### src/rtl/mvm_ctrl_if.sv
// Avalon-style read channel between mvm_ctrl (master) and the memory wrapper (slave).
// One request per line; returned line arrives with readdatavalid.
interface mvm_ctrl_if #(
    parameter int unsigned ADDR_W = 32,
    parameter int unsigned LINE_W = 64
);
    logic [ADDR_W-1:0] mem_addr;
    logic              mem_read;
    logic              mem_waitrequest;
    logic [LINE_W-1:0] mem_readdata;
    logic              mem_readdatavalid;

    modport master (
        output mem_addr,
        output mem_read,
        input  mem_waitrequest,
        input  mem_readdata,
        input  mem_readdatavalid
    );

    modport slave (
        input  mem_addr,
        input  mem_read,
        output mem_waitrequest,
        output mem_readdata,
        output mem_readdatavalid
    );
endinterface

### src/rtl/mvm_ctrl.sv
// Minilab1 matrix-vector sequencer: fetches ROWS matrix lines plus one vector line, unpacks
// them byte-wise into the row/vector FIFOs, then streams all FIFOs into the MAC array.
module mvm_ctrl #(
    parameter int unsigned ROWS      = 8,
    parameter int unsigned COLS      = 8,
    parameter int unsigned DATA_W    = 8,
    parameter int unsigned ADDR_W    = 32,
    parameter int unsigned BASE_ADDR = 0
) (
    input  logic                clk,
    input  logic                rst,
    input  logic                start,
    output logic                busy,
    output logic                done,
    mvm_ctrl_if.master          mem,
    output logic [ROWS:0]       fifo_wren,
    output logic [DATA_W-1:0]   fifo_wdata,
    output logic [ROWS:0]       fifo_rden,
    output logic                mac_en,
    output logic                mac_clr
);

    localparam int unsigned CntLineW = $clog2(ROWS + 1);
    localparam int unsigned CntByteW = (COLS > 1) ? $clog2(COLS) : 1;
    localparam int unsigned LineBits = COLS * DATA_W;

    localparam logic [CntLineW-1:0] LastLine = CntLineW'(ROWS);
    localparam logic [CntByteW-1:0] LastByte = CntByteW'(COLS - 1);
    localparam logic [ROWS:0]       WrenOne  = (ROWS + 1)'(1);

    typedef enum logic [2:0] {
        StIdle,
        StRdReq,
        StRdWait,
        StFill,
        StMacRun,
        StMacDrain,
        StDone
    } state_e;

    state_e                state_q;
    logic [CntLineW-1:0]   line_q;
    logic [CntByteW-1:0]   byte_q;
    logic [LineBits-1:0]   line_data_q;
    logic                  mac_en_q;

    logic                  idle_or_done;

    assign idle_or_done = (state_q == StIdle) || (state_q == StDone);

    // byte_q doubles as the MAC_RUN cycle counter; it is always left at 0 between uses.
    always_ff @(posedge clk) begin
        if (rst) begin
            state_q     <= StIdle;
            line_q      <= '0;
            byte_q      <= '0;
            line_data_q <= '0;
            mac_en_q    <= 1'b0;
        end else begin
            mac_en_q <= fifo_rden[0];
            unique case (state_q)
                StIdle, StDone: begin
                    if (start) begin
                        line_q  <= '0;
                        byte_q  <= '0;
                        state_q <= StRdReq;
                    end
                end
                StRdReq: begin
                    if (!mem.mem_waitrequest) begin
                        state_q <= StRdWait;
                    end
                end
                StRdWait: begin
                    if (mem.mem_readdatavalid) begin
                        line_data_q <= mem.mem_readdata;
                        byte_q      <= '0;
                        state_q     <= StFill;
                    end
                end
                StFill: begin
                    if (byte_q == LastByte) begin
                        byte_q <= '0;
                        if (line_q == LastLine) begin
                            state_q <= StMacRun;
                        end else begin
                            line_q  <= line_q + 1'b1;
                            state_q <= StRdReq;
                        end
                    end else begin
                        byte_q <= byte_q + 1'b1;
                    end
                end
                StMacRun: begin
                    if (byte_q == LastByte) begin
                        byte_q  <= '0;
                        state_q <= StMacDrain;
                    end else begin
                        byte_q <= byte_q + 1'b1;
                    end
                end
                StMacDrain: begin
                    state_q <= StDone;
                end
                default: begin
                    state_q <= StIdle;
                end
            endcase
        end
    end

    always_comb begin
        busy         = !idle_or_done;
        done         = (state_q == StDone);
        mem.mem_read = (state_q == StRdReq);
        mem.mem_addr = '0;
        fifo_wren    = '0;
        fifo_wdata   = '0;
        fifo_rden    = '0;
        mac_en       = mac_en_q;
        // Gated by rst so a held start during reset cannot pulse the accumulator clear.
        mac_clr      = !rst && idle_or_done && start;
        if (state_q == StRdReq) begin
            mem.mem_addr = ADDR_W'(BASE_ADDR) + ADDR_W'(line_q);
        end
        if (state_q == StFill) begin
            fifo_wren  = WrenOne << line_q;
            fifo_wdata = line_data_q[int'(byte_q) * DATA_W +: DATA_W];
        end
        if (state_q == StMacRun) begin
            fifo_rden = '1;
        end
    end

endmodule

### src/flat_wrapper.sv
// flat-port wrapper written by rule: the top's interface ports become plain ports
module mvm_ctrl_flat 
#(
    parameter int unsigned ROWS      = 8,
    parameter int unsigned COLS      = 8,
    parameter int unsigned DATA_W    = 8,
    parameter int unsigned ADDR_W    = 32,
    parameter int unsigned BASE_ADDR = 0
)
  (clk, rst, start, busy, done, fifo_wren, fifo_wdata, fifo_rden, mac_en, mac_clr, mem_mem_addr, mem_mem_read, mem_mem_waitrequest, mem_mem_readdata, mem_mem_readdatavalid);
  mvm_ctrl_if #(.ADDR_W(ADDR_W), .LINE_W((COLS * DATA_W))) mem_i ();
  input  logic clk;
  input  logic rst;
  input  logic start;
  output logic busy;
  output logic done;
  output logic [ROWS:0] fifo_wren;
  output logic [DATA_W-1:0] fifo_wdata;
  output logic [ROWS:0] fifo_rden;
  output logic mac_en;
  output logic mac_clr;
  output wire logic [$bits(mem_i.mem_addr)-1:0] mem_mem_addr;
  output wire logic [$bits(mem_i.mem_read)-1:0] mem_mem_read;
  input wire logic [$bits(mem_i.mem_waitrequest)-1:0] mem_mem_waitrequest;
  input wire logic [$bits(mem_i.mem_readdata)-1:0] mem_mem_readdata;
  input wire logic [$bits(mem_i.mem_readdatavalid)-1:0] mem_mem_readdatavalid;
  assign mem_mem_addr = mem_i.mem_addr;
  assign mem_mem_read = mem_i.mem_read;
  assign mem_i.mem_waitrequest = mem_mem_waitrequest;
  assign mem_i.mem_readdata = mem_mem_readdata;
  assign mem_i.mem_readdatavalid = mem_mem_readdatavalid;
  mvm_ctrl #(.ROWS(ROWS), .COLS(COLS), .DATA_W(DATA_W), .ADDR_W(ADDR_W), .BASE_ADDR(BASE_ADDR)) u_core (.clk(clk), .rst(rst), .start(start), .busy(busy), .done(done), .mem(mem_i), .fifo_wren(fifo_wren), .fifo_wdata(fifo_wdata), .fifo_rden(fifo_rden), .mac_en(mac_en), .mac_clr(mac_clr));
endmodule
### config.mk
export PLATFORM = sky130hd
export DESIGN_NAME = mvm_ctrl_flat
export DESIGN_NICKNAME = d
export VERILOG_FILES = /design/src/rtl/mvm_ctrl_if.sv /design/src/rtl/mvm_ctrl.sv /design/src/flat_wrapper.sv
export SDC_FILE = /design/constraint.sdc
export NUM_CORES = 1
export LEC_CHECK = 0
export BUFFER_PORTS_ARGS = -buffer_cell sky130_fd_sc_hd__buf_2
export CAP_MARGIN = 10
export CORE_ASPECT_RATIO = 0.8
export CORE_MARGIN = 5
export CORE_UTILIZATION = 40
export DETAILED_ROUTE_END_ITERATION = 6
export PLACE_DENSITY = 0.66
export SLEW_MARGIN = 20
export SYNTH_ARGS = -nofsm -noshare
export SYNTH_HDL_FRONTEND = slang
export SYNTH_SLANG_ARGS = --single-unit
### constraint.sdc
create_clock -name clk -period 4.7 [get_ports clk]
set_input_delay 0.94 -clock clk [delete_from_list [all_inputs] [get_ports clk]]
set_output_delay 0.94 -clock clk [all_outputs]
set_load 0.01 [all_outputs]
Word level (Yosys, flattened, before mapping) --
Index checks and enable logic that the tools add are counted.
Operators by class: add/sub/neg operators 2, eq/ne operators 14, shift-type cells 2, multiplexer cells 19, reductions and logical operators 14
Operators with widths (number):
- $shiftx A64 B7 Y8 | 1
- $mux W3 | 9
- $mux W9 | 2
- $pmux W3 S6 | 1
- $mux W4 | 4
- $eq A3 B3 Y1 const B | 4
- $pmux W3 S3 | 1
- $shl A1 B4 Y9 const A | 1
- $mux W8 | 1
- $ne A2 B2 Y1 const B | 4
- $pmux W4 S2 | 1
- $eq A3 B2 Y1 const B | 2
- $reduce_and A5 Y1 | 1
- $add A4 B1 Y4 const B | 1
- $eq A4 B4 Y1 const B | 1
- $ne A2 B1 Y1 const B | 2
- $reduce_and A4 Y1 | 1
- $reduce_or A2 Y1 | 2
- $add A3 B1 Y3 const B | 1
- $eq A3 B1 Y1 const B | 1
- $logic_not A3 Y1 | 1
- $reduce_and A3 Y1 | 1
- $reduce_bool A3 Y1 | 1
- $logic_and A1 B1 Y1 | 2
- other kinds (4) | 5
Storage, ports and cells: register bits 75, output and inout port bits 63, logic and storage cells 56

Longest topological paths before layout --
depth after elaboration 4, mapped depth 7

Least setup slack after synthesis --
Ideal clock, no wire load.
path type input port to output port, start point in rst, end point out mac_clr, arrival 1.465 ns, data required time 3.760 ns, slack 2.295 ns, cell stages on the path 2, path through clkbuf_1 > nor3b_1
On the way: cells in the longest elaborated chain, start to end 3
Ends and longest elaborated chain:
- from (decl) | line flat_wrapper.sv:13 | input logic rst;
- $logic_not A1 Y1 | line mvm_ctrl.sv:122 | mac_clr = !rst && idle_or_done && start;
- $logic_and A1 B1 Y1 (2 in a row) | line mvm_ctrl.sv:122
- to (decl) | line flat_wrapper.sv:21 | output logic mac_clr;
Every way passes these cells.

Final worst setup path --
start point reg u_core.state_q[1], end point out fifo_wdata[4]
On the way: cells in the longest elaborated chain, start to end 2
Ends and longest elaborated chain:
- from (decl) | line mvm_ctrl.sv:41 | state_e state_q;
- from (signal assigned) | line mvm_ctrl.sv:54 | state_q <= StIdle;
- from (signal assigned) | line mvm_ctrl.sv:66 | state_q <= StRdReq;
- from (signal assigned) | line mvm_ctrl.sv:71 | state_q <= StRdWait;
- $eq A3 B2 Y1 | line mvm_ctrl.sv:126 | if (state_q == StFill) begin
- $mux W8 | line mvm_ctrl.sv:126
- to (decl) | line flat_wrapper.sv:18 | output logic [DATA_W-1:0] fifo_wdata;
Every way passes these cells.

==> impl_summary.md <==
Outcome
The run finished with clean final reports.

Yosys
In this run, distinct cell masters in the synthesized netlist total 38. Yosys printed 0 warnings. The gate count after technology mapping is 447. The portion of the post-synthesis area used by sequential elements is 39.8%.

The number of synthesized flops with an enable pin is 0. For this run, asynchronously set or reset flops after synthesis account for 0%. The average instance area after synthesis is 8.43 µm². The cell type with the largest total area after synthesis is sky130_fd_sc_hd__dfxtp_1. The most used flip-flop cell after synthesis is sky130_fd_sc_hd__dfxtp_1. The synthesized design devotes to its leading area cell type 39.8% of total area. The synthesized netlist occupies a cell area of 3770 µm². By area the synthesized netlist is led by sky130_fd_sc_hd__dfxtp_1, sky130_fd_sc_hd__nand2_1, sky130_fd_sc_hd__mux4_2, sky130_fd_sc_hd__buf_4, sky130_fd_sc_hd__a21oi_1. The register bit total from synthesis is 75.

Critical path
At the worst endpoint, the required time is 3.76 ns. At the worst endpoint, the arrival time is 2.25 ns. STA classifies the critical path endpoint as an output pin. In this run the worst path has a maximum fanout of 22.

The depth of the most critical reg-to-reg path is 3. The worst setup path is launched from a flop. By startpoint and endpoint, the worst setup path is classified as reg2out.

Cells and area
The filler cell count is 897. The layout cell share with drive strength beyond 1 is 27.8%. The area added between synthesis and finish is 18.4%. The net count reported at finish is 600.

The count of inserted antenna diode cells is 0.

Clock network
The clock tree from TritonCTS is built. The latest clock arrival within the worst-skew pair is 0.33 ns. After clock tree synthesis, the setup repair step added 0 buffers.

The count of clock tree sinks is 75. The number of buffers inserted during clock tree synthesis is 9. No sink is reached through more buffers than the 2 on the longest clock path. The cell sitting at the root of the clock tree is a sky130_fd_sc_hd__clkbuf_16.

After clock tree synthesis, the clock-pin slew on the worst setup and hold paths is 0.06 ns. The count of instances resized after the clock tree is built is 0. The number of buffers inserted for hold repair after clock tree synthesis is 0.

The deepest level of the CTS H-tree is 3.

Floorplan
The floorplan has 31 rows. The die outline width is 119 µm. For this configuration, the core starts out at a cell density of 41.4%. The standard cell core area is 9110 µm². The floorplan step set the die height to 96.8 µm. The die covers 11,500 µm². For this design the top-level I/O count stands at 132.

Routing
The via-per-instance ratio is 5.00. After detailed routing, the number of remaining DRC violations is 0. The remaining number of nets flagged by the antenna check after routing is 0. The initial detailed-routing violation count is 133. Detailed routing inserted a total of 3,213 vias. The total wire length after detailed routing is 9180 µm. In the final routed layout, each cell accounts on average for 14.3 µm.

The detailed-routing iteration count for the pre-antenna-repair pass is 4.

Power
The total power density per cell area is 358 nW/µm². The static leakage is 0.00185 µW. The worst supply voltage drop on vdd is 0.192 mV.

Run
The number of maximum-capacitance constraint violations is 0.

STA
The actual slew at the worst max-slew pin is 1.05 ns. The peak clock frequency supported by timing is 313 MHz. The number of failing setup endpoints in the final timing report is 0. The final hold violation count is 0.

Once routing completed, OpenROAD measured the worst setup slack at 1.51 ns. The total negative setup slack is 0 ns. The clock tree skew after final layout is 0.00556 ns.

Setup repair after global routing left no endpoint under its margin. The headroom to the max-slew limit is 30.3%. The clock period could shrink to 3.19 ns.

The total count of max-transition violations in the final report came to 0. The share of the cycle needed by the critical path after routing is 68.0%.

Place
The detailed placement HPWL is 6580 µm. The routability congestion estimate is 0.775. Timing analysis after detailed placement gives a worst setup slack of 1.71 ns.

The number of port buffers is 103.

Global route
The pin count of the biggest net entering global routing is 76. Global routing used 15.3% of the available tracks. The global-route wire length before repair is 14,700 µm. The via count of the first global-routing pass is 3,164. The number of antenna violations at the first check in global routing was 0.

Summed over all layers, the global routing overflow is 0.

Worst hold path
The type of the worst min-delay path is reg2reg. Counting instances, the worst hold path has a depth of 2.
critical path, stage by stage (launching register included):
cell and delay, ns:
sky130_fd_sc_hd__dfxtp_1 0.79, sky130_fd_sc_hd__nand3b_1 0.30, sky130_fd_sc_hd__nor2_2 0.46, sky130_fd_sc_hd__a22o_1 0.24
sky130_fd_sc_hd__buf_2 0.14
layout by cell type (no fill, tap or decap), drive strengths merged, types with 4 or more instances in the layout:
master / n
dfxtp: 75
a21oi: 68
and3: 6
nor4: 5
nor3: 5
bufinv: 4
ha: 8
nand2b: 4
nand2: 135
clkbuf: 11
a22o: 12
inv: 6
buf: 105
mux4: 16
and2: 8
conb: 28
nor2: 10
metrics by stage:
| stage | power [µW] | instances | utilization (%) | hold WS [ns] | area, µm² |
|---|---|---|---|---|---|
| 3_3_place_gp | 782 | 627 | 45.0 | 0.443 | 4100 |
| 6_report | 1600 | 643 | 49.0 | 0.453 | 4460 |
| 5_1_grt | 1650 | 643 | 49.0 | 0.470 | 4460 |
| 2_1_floorplan | 760 | 474 | - | 0.433 | 3870 |
| 4_1_cts | 1610 | 643 | 48.9 | 0.454 | 4460 |
| 3_5_place_dp | 785 | 627 | 45.0 | 0.447 | 4100 |
logic make-up after synthesis:
family | after synthesis | synth area share [%]
AND/OR/NAND/NOR | 182 | 21.0
XOR/XNOR | 1 | 0.232
buffers and inverters | 73 | 12.3
AO/OA/AOI/OAI | 88 | 13.4
multiplexers | 19 | 10.4
flip-flops | 75 | 39.8
adder cells (fa/ha/maj) | 8 | 2.66
other | 1 | 0.0995
Yosys cell counts (2+ instances only):
master                     count
sky130_fd_sc_hd__nor3_1        5
sky130_fd_sc_hd__a31oi_1       2
sky130_fd_sc_hd__nand3b_1      2
sky130_fd_sc_hd__buf_4        46
sky130_fd_sc_hd__nor2_1        8
sky130_fd_sc_hd__buf_6         2
sky130_fd_sc_hd__nand2_1     135
sky130_fd_sc_hd__clkbuf_1     15
sky130_fd_sc_hd__and3_1        3
sky130_fd_sc_hd__ha_1          8
sky130_fd_sc_hd__nand2b_1      4
sky130_fd_sc_hd__mux2_2        2
sky130_fd_sc_hd__buf_2         3
sky130_fd_sc_hd__and3_2        3
sky130_fd_sc_hd__nand3_1       2
sky130_fd_sc_hd__nor4_1        5
sky130_fd_sc_hd__nor2_2        2
sky130_fd_sc_hd__inv_1         6
sky130_fd_sc_hd__and2_1        8
sky130_fd_sc_hd__dfxtp_1      75
sky130_fd_sc_hd__mux4_2       16
sky130_fd_sc_hd__a21oi_1      68
sky130_fd_sc_hd__a22o_1       12
power by group:
group	internal (µW)	switching, µW	leakage [µW]
registers	650	13.6	0.000606
logic	44.4	63.7	0.00107
clock network	572	253	0.000174
layer usage:
| metal | GRT usage [%] | up-vias | wire [µm] |
|---|---|---|---|
| li1 | - | 1604 | - |
| met4 | 4.53 | 0 | 114 |
| met3 | 4.02 | 9 | 504 |
| met1 | 18.6 | 1508 | 3980 |
| met5 | 0 | - | 0 |
| met2 | 26.4 | 92 | 4580 |
registers in the layout, indices dropped and copies added (netlist names):
register            cells
u_core.byte_q           3
u_core.line_data_q     64
u_core.line_q           4
u_core.mac_en           1
u_core.state_q          3
worst paths after layout:
check,start,to,slack (ns)
setup / recovery,u_core.state_q[1],fifo_wdata[4],1.51
hold / removal,u_core.line_data_q[19],u_core.line_data_q[19],0.45
setup reg to reg,u_core.state_q[1],u_core.line_data_q[36],2.39
hold reg to reg,u_core.line_data_q[19],u_core.line_data_q[19],0.45
cell type report:
cell class | count | area [µm²] | area share, %
clock buffer | 11 | 233 | 5.21
clock inverter | 5 | 125 | 2.80
inverter | 6 | 22.5 | 0.505
multi-input combinational | 326 | 1910 | 42.7
sequential | 75 | 1500 | 33.7
tap | 115 | 144 | 3.22
timing repair buffer | 105 | 531 | 11.9
(Power assumes the default switching activity.)
